### src/rtl/fifo_stream_reader.sv
// Consumer end of a sync_fifo: pops words (1-clk read latency) into a small buffer
// and presents them on a valid/ready stream with m_last every BURST_LEN words.
// Optional FIFO_RD_STATS_EN adds a 32-bit rd_count of words delivered on m_*.
module fifo_stream_reader #(
    parameter int DW        = 16,
    parameter int BUF_DEPTH = 3,
    parameter int BURST_LEN = 8
) (
    input  logic          clk,
    input  logic          rstn,
    input  logic          en,
    input  logic          fifo_empty,
    output logic          fifo_rd_en,
    input  logic [DW-1:0] fifo_dout,
    output logic          m_valid,
    input  logic          m_ready,
    output logic [DW-1:0] m_data,
    output logic          m_last,
    output logic          busy,
    output logic [1:0]    state_dbg
`ifdef FIFO_RD_STATS_EN
    ,
    output logic [31:0]   rd_count
`endif
);

    localparam int OW = $clog2(BUF_DEPTH + 2);
    localparam int PW = $clog2(BUF_DEPTH);
    localparam int CW = $clog2(BURST_LEN + 1);

    typedef enum logic [1:0] {
        S_IDLE   = 2'd0,
        S_ACTIVE = 2'd1,
        S_DRAIN  = 2'd2
    } state_t;

    state_t        state, state_next;
    logic [OW-1:0] occ, occ_next, pending;
    logic          inflight;
    logic [PW-1:0] wr_ptr, rd_ptr;
    logic [DW-1:0] buf_mem [BUF_DEPTH];
    logic [CW-1:0] burst_cnt;
    logic          pop;

    function automatic logic [PW-1:0] ptr_inc(input logic [PW-1:0] p);
        return (p == PW'(BUF_DEPTH - 1)) ? '0 : p + PW'(1);
    endfunction

    // Credit covers buffered plus in-flight words, so a read is only issued when a
    // slot is guaranteed; rstn gating keeps the FIFO untouched while in reset.
    assign pending    = occ + OW'(inflight);
    assign fifo_rd_en = rstn & en & ~fifo_empty & (pending < OW'(BUF_DEPTH));

    // Stream handshake: a word transfers on a rising edge where m_valid & m_ready;
    // once m_valid rises, m_data/m_last hold until that transfer happens.
    assign m_valid   = (occ != '0);
    assign m_data    = buf_mem[rd_ptr];
    assign m_last    = m_valid & (burst_cnt == CW'(BURST_LEN - 1));
    assign pop       = m_valid & m_ready;
    assign busy      = (state != S_IDLE);
    assign state_dbg = state;
    assign occ_next  = occ + OW'(inflight) - OW'(pop);

    always_ff @(posedge clk or negedge rstn) begin
        if (!rstn) begin
            state     <= S_IDLE;
            occ       <= '0;
            inflight  <= 1'b0;
            wr_ptr    <= '0;
            rd_ptr    <= '0;
            burst_cnt <= '0;
            for (int i = 0; i < BUF_DEPTH; i++) buf_mem[i] <= '0;
        end else begin
            state    <= state_next;
            occ      <= occ_next;
            inflight <= fifo_rd_en;
            if (inflight) begin
                buf_mem[wr_ptr] <= fifo_dout;
                wr_ptr          <= ptr_inc(wr_ptr);
            end
            if (pop) begin
                rd_ptr    <= ptr_inc(rd_ptr);
                burst_cnt <= (burst_cnt == CW'(BURST_LEN - 1)) ? '0 : burst_cnt + CW'(1);
            end
        end
    end

    always_comb begin
        state_next = state;
        case (state)
            S_IDLE:   if (en) state_next = S_ACTIVE;
            S_ACTIVE: if (!en) state_next = (pending != '0) ? S_DRAIN : S_IDLE;
            S_DRAIN: begin
                if (en)                   state_next = S_ACTIVE;
                else if (pending == '0)   state_next = S_IDLE;
            end
            default:  state_next = S_IDLE;
        endcase
    end

`ifdef FIFO_RD_STATS_EN
    always_ff @(posedge clk or negedge rstn) begin
        if (!rstn)                         rd_count <= '0;
        else if (pop && state != S_IDLE)   rd_count <= rd_count + 32'd1;
    end
`endif

endmodule

### config.mk
export PLATFORM = sky130hd
export DESIGN_NAME = fifo_stream_reader
export DESIGN_NICKNAME = d
export VERILOG_FILES = /design/src/rtl/fifo_stream_reader.sv
export SDC_FILE = /design/constraint.sdc
export NUM_CORES = 1
export LEC_CHECK = 0
export CAP_MARGIN = 20
export CORE_ASPECT_RATIO = 0.7
export CORE_UTILIZATION = 53
export DETAILED_ROUTE_END_ITERATION = 12
export GPL_TIMING_DRIVEN = 0
export PLACE_DENSITY = 0.79
export SETUP_SLACK_MARGIN = 0.02
export SYNTH_ARGS = -nofsm -noshare
export SYNTH_HDL_FRONTEND = slang
export SYNTH_SLANG_ARGS = --single-unit
### constraint.sdc
create_clock -name clk -period 2.3 [get_ports clk]
set_input_delay 0.46 -clock clk [delete_from_list [all_inputs] [get_ports clk]]
set_output_delay 0.46 -clock clk [all_outputs]
set_load 0.05 [all_outputs]
## After elaboration in Yosys (flattened, before gate mapping)

Index checks and enable logic that the tools add are counted.
Widths: inputs -> output; s select.

| word-level totals | value |
|---|---|
| input bits | 21 |
| register bits | 62 |
| output and inout port bits | 22 |
| logic and storage cells | 56 |

| cells by class | value |
|---|---|
| bitwise logic cells | 8 |
| reductions and logical operators | 7 |
| magnitude comparators | 4 |
| equality and inequality tests | 8 |
| multiplexer cells | 15 |
| add/subtract/negate cells | 5 |

Operators with widths:

| cell | count |
|---|---|
| $bwmux 48 | 1 |
| $mux 16 | 3 |
| $bmux 16 s2 | 1 |
| $demux 16 s2 | 1 |
| $mux 2 | 7 |
| $eq 2x2->1 const B | 3 |
| $ge 3x3->1 const B | 2 |
| $not 2->3 | 2 |
| $pmux 2 s3 | 1 |
| $reduce_bool 3->1 | 2 |
| $and 1x1->1 | 5 |
| $add 2x1->2 const B | 2 |
| $add 4x1->4 const B | 1 |
| $eq 4x3->1 const B | 1 |
| $mux 4 | 1 |
| $ne 2x2->1 const B | 2 |
| $add 3x1->3 | 1 |
| $logic_not 3->1 | 1 |
| $lt 3x1->1 const B | 1 |
| $lt 3x2->1 const B | 1 |
| $ne 3x3->1 const B | 1 |
| $reduce_and 3->1 | 1 |
| $sub 3x1->3 | 1 |
| $eq 2x1->1 const B | 1 |
| other kinds (4) | 4 |

## Longest topological paths before layout

| logic depth | value |
|---|---|
| word-level depth | 6 |
| gate-level depth with buffers | 5 |
| mapped depth without buffers | 5 |

## Least setup slack after synthesis

OpenSTA, ideal clock, no wires.

| timing | value |
|---|---|
| kind | flip-flop to output port |
| start point | reg occ[0] |
| end point | out fifo_rd_en |
| setup slack | -1.613 ns |
| arrival time | 3.453 ns |
| stages on the path, launching flop included | 5 |
| required time | 1.840 ns |
| path through | dfrtp_1 ha_1 ha_1 xor2_1 a2111oi_0 |

| between the ends | value |
|---|---|
| word-level cells in the longest chain between the ends | 3 |

Ends and longest elaborated chain:

| item | line | RTL |
|---|---|---|
| start, declared | 38 | `logic [OW-1:0] occ, occ_next, pending;` |
| start signal, assigned | 75 | `occ <= occ_next;` |
| $add 3x1->3 | 51 | `assign pending = occ + OW'(inflight);` |
| $lt 3x2->1 | 52 | `assign fifo_rd_en = rstn & en & ~fifo_empty & (pending < OW'(BUF_DEPTH));` |
| $and 1x1->1 | 52 |  |
| end, declared | 13 | `output logic fifo_rd_en,` |

No other way between the ends.

## Worst setup path after layout

| timing | value |
|---|---|
| start point | reg inflight |
| end point | out fifo_rd_en |

| between the ends | value |
|---|---|
| word-level cells in the longest chain between the ends | 3 |

Ends and longest elaborated chain:

| item | line | RTL |
|---|---|---|
| start, declared | 39 | `logic inflight;` |
| start signal, assigned | 76 | `inflight <= fifo_rd_en;` |
| $add 3x1->3 | 51 |  |
| $lt 3x2->1 | 52 |  |
| $and 1x1->1 | 52 |  |

No other way between the ends.

==> flow_summary.toml <==
[run_status]
status = "complete, no violations"

[final_layout]
drive_above_1_share_pct = 37.3
diodes = 0
fill_cells = 374
layout.nets = 300
finalNonFillerCells = 348
syn2layout_area_growth_pct = 26.0
final_common_cell = "dfrtp_1"
utilization_pct = 71.8
layout_common_cells = "dfrtp_1, mux2_2, nand2_1"
postLayoutCellArea_um2 = 3530

[worst_setup_path]
critical_path_buf_inv_count = 1
crit_end = "fifo_rd_en"
path_depth = 5
slowest_stage = "dfrtp_1"
critPathRequiredTime_ns = 1.84
start_kind = "flop"
worstPathCellList = "ha_2 -> ha_4 -> xor2_4 -> a2111oi_4 -> buf_6"
reg2reg_from = "occ[2]"
worstSetupEndpointType = "output port"
reg2reg_to = "occ[2]"
ff2ff_setup_slack_ns = 0.22
reg2reg_depth = 5
worstPathArrival_ns = 1.82
cp_slowest_stage_delay_ns = 0.40
crit_family = "flip-flops"
cp_max_fo = 3
worstSetupPathType = "flop to output port"
startpoint = "inflight"

[logic_synthesis]
synth_mux_area_share_pct = 26.4
synth-simple-area-share_pct = 6.53
synth_top_family_by_area = "multiplexers"
synth_ff_type = "dfrtp_1"
postSynthCellCount = 217
syn_nets = 243
synth_xor_area_share_pct = 0.939
netlist_area_um2 = 2800
synth_seq_cells = 62
yosys.area.top_type = "dfrtp_1"
synth_edf_count = 0
synth_compound_area_share_pct = 4.96
synth.area.top_cells = "dfrtp_1, mux2_2, mux2i_1, mux2_4, nand2_1"
ys_types = 30
seq_area_frac_synth_pct = 55.4
yosysWarnings = 0
synth_area_per_cell_um2 = 12.9
synth_top_area_share_pct = 55.4
synth_fa_ha_area_share_pct = 2.24
async_flop_share_pct = 100

[route]
drt_pass1_iterations = 4
finalWirelength_um = 5420
first_iter_violations = 82
vias_per_cell = 5.22
routedWlPerCell_um = 15.6
drc = 0
ant_nets = 0
vias = 1816

[worst_hold_path]
hp-class = "input pin to async pin"

[sta]
slew_headroom_pct = 50.5
clock.fmax_ghz = 0.439
maxSlewViolCount = 0
setup_viol = 0
timing.hold.ws_ns = 0.0849
rsz0062_at_grt = "true"
clock_skew_ns = 0.00912
hold_violations = 0
period_share_pct = 99.0
fin_crit_ns = 2.28
tightest_slew_ns = 0.738
setup-tns-final_ns = 0
setup_ws_ns = 0.0226

[place]
io_buffers = 42
dp_hpwl_um = 3490
dp.cells = 328
dp_slack_ns = -0.572
place_congestion = 0.740
dpl_cell_area_um2 = 3330

[global_route]
grt_antenna_before_repair = 0
grt_max_degree = 64
gr-usage-all-layers_pct = 22.6
grt_remaining_overflow = 0
grt_pass1_vias = 1899
grt_pass1_wl_um = 9160

[die]
num_rows = 21
core_area_um2 = 4910
fp.dieW_um = 88.9
io_pins = 43
initial_utilization_pct = 57.0
dieArea_um2 = 5580
die_y_um = 62.8

[flow_run]
cap_violations = 0

[cts]
htreeDepth = 3
cts_root_buf = "clkbuf_8"
clockBufferDepth = 2
clk_latency_ns = 0.34
cts_buffers = 9
tritoncts = "built"
clk_pin_slew_ns = 0.07
cts_hold_buf = 0
clock_sinks = 62

[pwr]
p_leak_nw = 1.62
irDropWorstVdd_uv = 890
power_density_nw_per_um2 = 1560
p_total_mw = 5.52
[per-layer routing]
layer / vias up / track usage, % / part of all wire (%)
li1: 874 / - / -
met1: 901 / 30.2 / 48
met2: 33 / 33.8 / 47
met3: 8 / 8.45 / 3.7
met4: 0 / 7.86 / 1.3
met5: - / 0 / 0
[kinds of logic (layout without fill, tap and decap cells)]
group	count (synthesis)	after routing
adder cells (fa/ha/maj)	5	5
buffers and inverters	18	80
AND/OR/NAND/NOR	40	40
flip-flops	62	62
AO/OA/AOI/OAI	25	25
multiplexers	64	64
XOR/XNOR	3	3
[cell type report]
class,count,area [um2],area share (%)
timing repair buffer,46,388,11.0
sequential,62,1550,44.0
tap,69,86.3,2.45
clock buffer,9,124,3.51
multi-input combinational,137,1210,34.2
buffer,10,83.8,2.38
inverter,8,30.0,0.852
clock inverter,7,56.3,1.60
[synth_stat cells, types with 2 or more instances]
| cell | number |
|---|---|
| a21o_1 | 2 |
| o21ai_0 | 19 |
| xor2_1 | 2 |
| buf_2 | 3 |
| mux2_4 | 10 |
| clkbuf_1 | 4 |
| mux2_2 | 38 |
| dfrtp_1 | 62 |
| nor3_1 | 3 |
| or3_1 | 2 |
| ha_1 | 5 |
| inv_1 | 7 |
| nand2_1 | 27 |
| mux2i_1 | 16 |
| nand3_1 | 2 |
[where the power goes]
group / total (mW) / switching, mW / internal [mW]
Clock: 0.869 / 0.469 / 0.401
Combinational: 2.72 / 1.67 / 1.05
Sequential: 1.93 / 0.313 / 1.62
Total: 5.52 / 2.45 / 3.07
[registers in the layout, indices dropped and copies added (netlist names)]
register	count
inflight	1
state_dbg	2
burst_cnt	4
wr_ptr	2
rd_ptr	2
occ	3
buf_mem	48
[worst min path at each step]
| stage | startpoint | to | slack, ns | cells past startpoint |
|---|---|---|---|---|
| after floorplan | rstn | buf_mem[0] | 0.16 | 0 |
| after global placement | buf_mem[0] | buf_mem[0] | 0.49 | 1 |
| after detailed placement | burst_cnt[2] | burst_cnt[2] | 0.49 | 1 |
| after CTS | rstn | buf_mem[0] | 0.09 | 1 |
| after global routing | rstn | buf_mem[2] | 0.11 | 1 |
| final | rstn | buf_mem[1] | 0.08 | 1 |
[timing repair]
item / CTS / global route
setup buffers: 2 / 2
endpoints found under the setup margin: 19 / 19
pin swaps: 1 / 2
hold endpoints to repair: 0 / 0
gates resized for setup: 76 / 34
Note: power is estimated with default switching activity, not from simulation.
